$ cat config.mk
export PLATFORM = sky130hd
export DESIGN_NAME = cook_timer_flat
export DESIGN_NICKNAME = d
export VERILOG_FILES = /design/src/rtl/cook_timer_pkg.sv /design/src/rtl/cook_timer_if.sv /design/src/rtl/cook_timer_prescaler.sv /design/src/rtl/cook_timer.sv /design/src/flat_wrapper.sv
export SDC_FILE = /design/constraint.sdc
export NUM_CORES = 1
export LEC_CHECK = 0
export CAP_MARGIN = 20
export CORE_UTILIZATION = 50
export CTS_CLUSTER_DIAMETER = 80
export DETAILED_ROUTE_END_ITERATION = 12
export PLACE_DENSITY = 0.75
export SETUP_SLACK_MARGIN = 0.2
export SLEW_MARGIN = 40
export SYNTH_ARGS = -nofsm -noshare
export SYNTH_HDL_FRONTEND = slang
export SYNTH_SLANG_ARGS = --single-unit
$ cat constraint.sdc
create_clock -name clk -period 5.8 [get_ports clk]
set_input_delay 1.45 -clock clk [delete_from_list [all_inputs] [get_ports clk]]
set_output_delay 1.45 -clock clk [all_outputs]
set_load 0.1 [all_outputs]
$ cat src/rtl/cook_timer_pkg.sv
// rtl/cook_timer_pkg.sv - shared types, constants and BCD time helpers for the cook timer
// Purpose : state encoding, BCD digit type, maximum time, MM:SS decrement helper.
//           With COOK_ADD30_EN defined it also provides the saturating +30 s helper.
// Ports   : none (package)
package cook_timer_pkg;

    typedef enum logic [1:0] {IDLE, SET, RUN, DONE} cook_state_t;

    typedef logic [3:0] bcd_t;

    localparam logic [15:0] MAX_TIME_BCD = 16'h9959;

    // One-second decrement of {M1,M0,S1,S0}. Borrows reload seconds to 59,
    // so entered seconds of 60-99 simply count down through their own value.
    function automatic logic [15:0] bcd_mmss_dec(input logic [15:0] t);
        bcd_t m1, m0, s1, s0;
        {m1, m0, s1, s0} = t;
        if (s0 != 4'd0) begin
            s0 = s0 - 4'd1;
        end else if (s1 != 4'd0) begin
            s1 = s1 - 4'd1;
            s0 = 4'd9;
        end else if (m0 != 4'd0) begin
            m0 = m0 - 4'd1;
            s1 = 4'd5;
            s0 = 4'd9;
        end else begin
            m1 = m1 - 4'd1;
            m0 = 4'd9;
            s1 = 4'd5;
            s0 = 4'd9;
        end
        return {m1, m0, s1, s0};
    endfunction

`ifdef COOK_ADD30_EN
    function automatic logic [7:0] bin_to_bcd2(input logic [7:0] v);
        logic [7:0] tens;
        logic [7:0] ones;
        tens = v / 8'd10;
        ones = v - tens * 8'd10;
        return {tens[3:0], ones[3:0]};
    endfunction

    // +30 s with one minute carry; anything past 99 minutes saturates.
    function automatic logic [15:0] bcd_mmss_add30(input logic [15:0] t);
        logic [7:0] sec;
        logic [7:0] min;
        sec = {4'd0, t[7:4]} * 8'd10 + {4'd0, t[3:0]} + 8'd30;
        min = {4'd0, t[15:12]} * 8'd10 + {4'd0, t[11:8]};
        if (sec >= 8'd60) begin
            sec = sec - 8'd60;
            min = min + 8'd1;
        end
        if (min > 8'd99) begin
            return MAX_TIME_BCD;
        end
        return {bin_to_bcd2(min), bin_to_bcd2(sec)};
    endfunction
`endif

endpackage

$ cat src/rtl/cook_timer_if.sv
// rtl/cook_timer_if.sv - keypad/enable/status bundle between controller and cook timer
// Purpose : groups keypad entry, clear, enable and timer status signals.
//           add30 exists only when COOK_ADD30_EN is defined.
// Modports: master drives digit_valid/digit/clear/enable(/add30) and reads status;
//           slave (the timer) is the mirror image.
interface cook_timer_if;
    logic        digit_valid;
    logic [3:0]  digit;
    logic        clear;
    logic        enable;
`ifdef COOK_ADD30_EN
    logic        add30;
`endif
    logic [15:0] time_bcd;
    logic        running;
    logic        timer_done;

`ifdef COOK_ADD30_EN
    modport master (output digit_valid, digit, clear, enable, add30,
                    input  time_bcd, running, timer_done);
    modport slave  (input  digit_valid, digit, clear, enable, add30,
                    output time_bcd, running, timer_done);
`else
    modport master (output digit_valid, digit, clear, enable,
                    input  time_bcd, running, timer_done);
    modport slave  (input  digit_valid, digit, clear, enable,
                    output time_bcd, running, timer_done);
`endif
endinterface

$ cat src/rtl/cook_timer_prescaler.sv
// rtl/cook_timer_prescaler.sv - one-second tick prescaler for the cook timer
// Purpose : counts clk cycles while en=1; tick is high on the cycle the count wraps.
// Ports   : clk, rst_n (sync, active-low), en (count), clr (zero count, beats en),
//           tick (one-cycle strobe on wrap)
module tick_prescaler #(
    parameter int TICKS_PER_SEC = 1000
) (
    input  logic clk,
    input  logic rst_n,
    input  logic en,
    input  logic clr,
    output logic tick
);
    localparam int W = (TICKS_PER_SEC > 2) ? $clog2(TICKS_PER_SEC) : 1;
    localparam logic [W-1:0] LAST = W'(TICKS_PER_SEC - 1);

    logic [W-1:0] cnt;

    assign tick = en && (cnt == LAST);

    always_ff @(posedge clk) begin
        if (!rst_n || clr) begin
            cnt <= '0;
        end else if (en) begin
            cnt <= tick ? '0 : cnt + 1'b1;
        end
    end
endmodule

$ cat src/rtl/cook_timer.sv
// rtl/cook_timer.sv - BCD MM:SS cook countdown timer
// Purpose : keypad-loaded countdown gated by the magnetron enable; flags expiry.
//           COOK_ADD30_EN adds the +30 s strobe (bus.add30).
// Ports   : clk, rst_n (sync, active-low), bus (cook_timer_if.slave):
//           digit_valid/digit/clear/enable(/add30) in, time_bcd/running/timer_done out
module cook_timer
    import cook_timer_pkg::*;
#(
    parameter int TICKS_PER_SEC = 1000
) (
    input  logic         clk,
    input  logic         rst_n,
    cook_timer_if.slave  bus
);
    cook_state_t state_q, state_n;
    logic [15:0] time_q, time_n;
    logic [15:0] dec_time;
    logic        running_q, done_q;
    logic        digit_ok;
    logic        pre_en, pre_clr, tick;

    // Counting only happens in RUN with enable held; pausing leaves the
    // prescaler untouched so a resume finishes the interrupted second.
    assign pre_en = (state_q == RUN) && bus.enable;

    tick_prescaler #(.TICKS_PER_SEC(TICKS_PER_SEC)) u_prescaler (
        .clk   (clk),
        .rst_n (rst_n),
        .en    (pre_en),
        .clr   (pre_clr),
        .tick  (tick)
    );

    assign bus.time_bcd   = time_q;
    assign bus.running    = running_q;
    assign bus.timer_done = done_q;

    always_ff @(posedge clk) begin
        if (!rst_n) begin
            state_q   <= IDLE;
            time_q    <= 16'h0000;
            running_q <= 1'b0;
            done_q    <= 1'b0;
        end else begin
            state_q   <= state_n;
            time_q    <= time_n;
            running_q <= (state_n == RUN);
            done_q    <= (state_n == DONE);
        end
    end

    always_comb begin
        state_n  = state_q;
        time_n   = time_q;
        pre_clr  = 1'b0;
        digit_ok = bus.digit_valid && (bus.digit <= 4'd9) && !bus.enable;
        dec_time = bcd_mmss_dec(time_q);

        if (bus.clear) begin
            state_n = IDLE;
            time_n  = 16'h0000;
            pre_clr = 1'b1;
        end
`ifdef COOK_ADD30_EN
        // Applied on top of a same-cycle decrement, so an expiring 00:01 lands on 00:30.
        else if (bus.add30) begin
            time_n  = bcd_mmss_add30(tick ? dec_time : time_q);
            state_n = (state_q == RUN && bus.enable) ? RUN : SET;
            pre_clr = (state_q == IDLE) || (state_q == DONE);
        end
`endif
        else if (digit_ok) begin
            time_n  = (state_q == DONE) ? {12'h000, bus.digit} : {time_q[11:0], bus.digit};
            state_n = (time_n == 16'h0000) ? IDLE : SET;
            pre_clr = 1'b1;
        end else begin
            case (state_q)
                IDLE, SET: begin
                    if (bus.enable) begin
                        state_n = (time_q == 16'h0000) ? DONE : RUN;
                    end
                end
                RUN: begin
                    if (!bus.enable) begin
                        state_n = SET;
                    end else if (tick) begin
                        time_n = dec_time;
                        if (dec_time == 16'h0000) begin
                            state_n = DONE;
                        end
                    end
                end
                default: begin
                    state_n = DONE;
                end
            endcase
        end
    end
endmodule

$ cat src/flat_wrapper.sv
// flat-port wrapper written by rule: the top's interface ports become plain ports
module cook_timer_flat import cook_timer_pkg::*;
#(
    parameter int TICKS_PER_SEC = 1000
)
  (clk, rst_n, bus_digit_valid, bus_digit, bus_clear, bus_enable, bus_time_bcd, bus_running, bus_timer_done);
  cook_timer_if bus_i ();
  input  logic clk;
  input  logic rst_n;
  input wire logic [$bits(bus_i.digit_valid)-1:0] bus_digit_valid;
  input wire logic [$bits(bus_i.digit)-1:0] bus_digit;
  input wire logic [$bits(bus_i.clear)-1:0] bus_clear;
  input wire logic [$bits(bus_i.enable)-1:0] bus_enable;
  output wire logic [$bits(bus_i.time_bcd)-1:0] bus_time_bcd;
  output wire logic [$bits(bus_i.running)-1:0] bus_running;
  output wire logic [$bits(bus_i.timer_done)-1:0] bus_timer_done;
  assign bus_i.digit_valid = bus_digit_valid;
  assign bus_i.digit = bus_digit;
  assign bus_i.clear = bus_clear;
  assign bus_i.enable = bus_enable;
  assign bus_time_bcd = bus_i.time_bcd;
  assign bus_running = bus_i.running;
  assign bus_timer_done = bus_i.timer_done;
  cook_timer #(.TICKS_PER_SEC(TICKS_PER_SEC)) u_core (.clk(clk), .rst_n(rst_n), .bus(bus_i));
endmodule
==> impl_metrics.toml <==
[routing]
drc = 0
num_vias = 1687
via_per_inst = 6.11
dr.pass1.iters = 5
drt.antenna.violating_nets = 0
drt-total-wl_um = 4270
drt-initial-drc-count = 158
routedWlPerCell_um = 15.5

[layout]
area_delta_synth_final_pct = 13.4
antenna_cells = 0
fin_cells = 276
final_common_cell = "nor2_1"
layout-drive-gt1-share_pct = 14.7
finalNetCount = 244
layout_common_cells = "nor2_1 (33), dfxtp_1 (30), nand2_1 (18), buf_2 (18), a21oi_1 (14)"

[synth]
yosys_warnings = 0
synth_cell_types = 45
synthCells = 211
yosysTopAreaCell = "dfxtp_1"
ys_seq_area_share_pct = 35.8
yosys.area.top_type_share_pct = 35.8
yosys-top-cells-area = "dfxtp_1 (36%), nor2_1 (7.6%), a21oi_1 (4.5%)"
syn_nets = 223
netlist_area_um2 = 1680
ys_seq_elements = 30
syn-mean-instance-area_um2 = 7.95

[clocking]
cts-root-buf = "clkbuf_4"
cts_hold_buffers = 0
max-clock-path-buffers = 2
clk_pin_slew_ns = 0.09
cts_sinks = 30
cts_buffers = 5
cts_tree = "done"
clk_latency_ns = 0.33
cts_setup_buffers = 0
cts_resized = 0
h-tree-depth = 2

[placement]
place_inst = 268
portBuffers = 26
post-dp-hpwl_um = 2950
gp_congestion = 0.897
dpl_worst_slack_ns = 1.73

[floorplanning]
start_util_pct = 53.6
ioPinCount = 27
fp-row-count = 20
dieArea_um2 = 3590
core_area_um2 = 3130
die_w_um = 59.9
die_y_um = 59.9

[global_route]
grt-ovfl-total = 0
antenna_found_initial = 0
grt_pass1_vias = 1458
grt_pass1_wl_um = 6830
grt_start_max_net_pins = 18
grt_usage_pct = 26.0

[timing]
finalSetupViolCount = 0
fin_skew_ns = 0.00698
fin_ws_ns = 2.22
slew_headroom_pct = 53.0
tightest_slew_ns = 0.704
timing.final.max_slew_violations = 0
fin_tns_setup_ns = 0
fmaxAchievable_mhz = 280
hold_violations = 0
period_needed_ns = 3.58
post-route-period-util_pct = 61.7
rsz0062_at_grt = "no"

[pwr]
ir_drop_uv = 104
leakage_nw = 0.725
powerDensity_nw_per_um2 = 196
total_power_mw = 0.372

[critical_path]
critical_path_required_ns = 6.00
crit_path_start_kind = "input port"
end_kind = "register"
cp_data_arrival_time_ns = 3.78
crit_type = "in -> reg"
max_stage_delay_ns = 0.62
cp_max_fo = 11
cp_slowest_cell = "clkdlybuf4s50_1"
crit_path_cell_trace = "clkdlybuf4s50_1, nand3b_4, nor4_4, buf_4, nand4_1, a221o_1, o31ai_2, a21boi_0"

[worst_hold_path]
hold_class = "reg -> reg"

[status]
status = "finished clean"

[job]
cap_violations = 0
## logic make-up (layout without fill, tap and decap cells)
family | Yosys count | after routing | share of synthesized area, %
AND/OR/NAND/NOR | 99 | 99 | 31.0
AO/OA/AOI/OAI | 50 | 50 | 20.6
flip-flops | 30 | 30 | 35.8
buffers and inverters | 18 | 39 | 4.62
XOR/XNOR | 11 | 11 | 5.74
adder cells (fa/ha/maj) | 3 | 3 | 2.24
## worst max-delay path, delay by kind of cell
family                 cells  cell delay, ns
AO/OA/AOI/OAI              3            0.72
buffers and inverters      2            0.88
AND/OR/NAND/NOR            3            0.71
## area by class of cell
| cell class | count | area (µm²) |
|---|---|---|
| timing repair buffer | 27 | 178 |
| clock buffer | 7 | 45.0 |
| inverter | 5 | 18.8 |
| tap | 44 | 55.1 |
| fill | 289 | 1220 |
| multi-input combinational | 163 | 1010 |
| sequential | 30 | 601 |
## power breakdown
| part | internal, mW | switching, mW |
|---|---|---|
| logic | 0.0154 | 0.0315 |
| clock network | 0.0456 | 0.0684 |
| registers | 0.208 | 0.00366 |
## cell usage after synthesis (all sizes together)
| cell type | instances |
|---|---|
| a211o | 1 |
| inv | 5 |
| and3 | 1 |
| dfxtp | 30 |
| o41ai | 1 |
| nor4 | 7 |
| a21boi | 1 |
| ha | 3 |
| nand2 | 18 |
| clkbuf | 10 |
| or3 | 3 |
| nand4 | 5 |
| buf | 3 |
| a221o | 1 |
| a32oi | 3 |
| xnor2 | 4 |
| a221oi | 2 |
| nand3 | 10 |
| o2bb2ai | 1 |
| nor3b | 1 |
| a31oi | 4 |
| nand3b | 1 |
| a222oi | 6 |
| or4 | 1 |
| xor2 | 7 |
| and2 | 1 |
| nor3 | 8 |
| or3b | 1 |
| o211ai | 1 |
| o21ai | 11 |
| nand4b | 1 |
| o31ai | 1 |
| nor2b | 2 |
| nor2 | 35 |
| a21o | 2 |
| or2 | 1 |
| nand2b | 3 |
| a21oi | 15 |
## registers in the layout (all words and copies together) (netlist names)
signal	cells
u_core.bus.running	1
u_core.state_q	2
u_core.bus.time_bcd	16
u_core.bus.timer_done	1
u_core.u_prescaler.cnt	10
## worst paths after layout
path,from,to,slack [ns],cells past startpoint
worst max-delay path,bus_enable,u_core.bus.running,2.22,8
worst min-delay path,u_core.u_prescaler.cnt[1],u_core.u_prescaler.cnt[1],0.49,2
worst max register to register,u_core.u_prescaler.cnt[0],u_core.bus.running,3.35,8
worst min register to register,u_core.u_prescaler.cnt[1],u_core.u_prescaler.cnt[1],0.49,2
## per-layer routing
metal  part of all wire, %  routed length (µm)  track usage, %
met5                     0                   0               0
met1                    44                1900            34.7
met3                   9.3                 396            8.23
met4                   1.8                  76            11.6
met2                    44                1900            38.1
## metrics by stage
stage | util [%] | hold WS [ns] | instance area (µm²)
after floorplan | - | 0.449 | 1680
after global placement | 61.8 | 0.462 | 1930
after detailed placement | 59.0 | 0.482 | 1840
after CTS | 60.4 | 0.494 | 1890
after global routing | 60.8 | 0.518 | 1900
final | 60.8 | 0.490 | 1900
(Power assumes the default switching activity.)
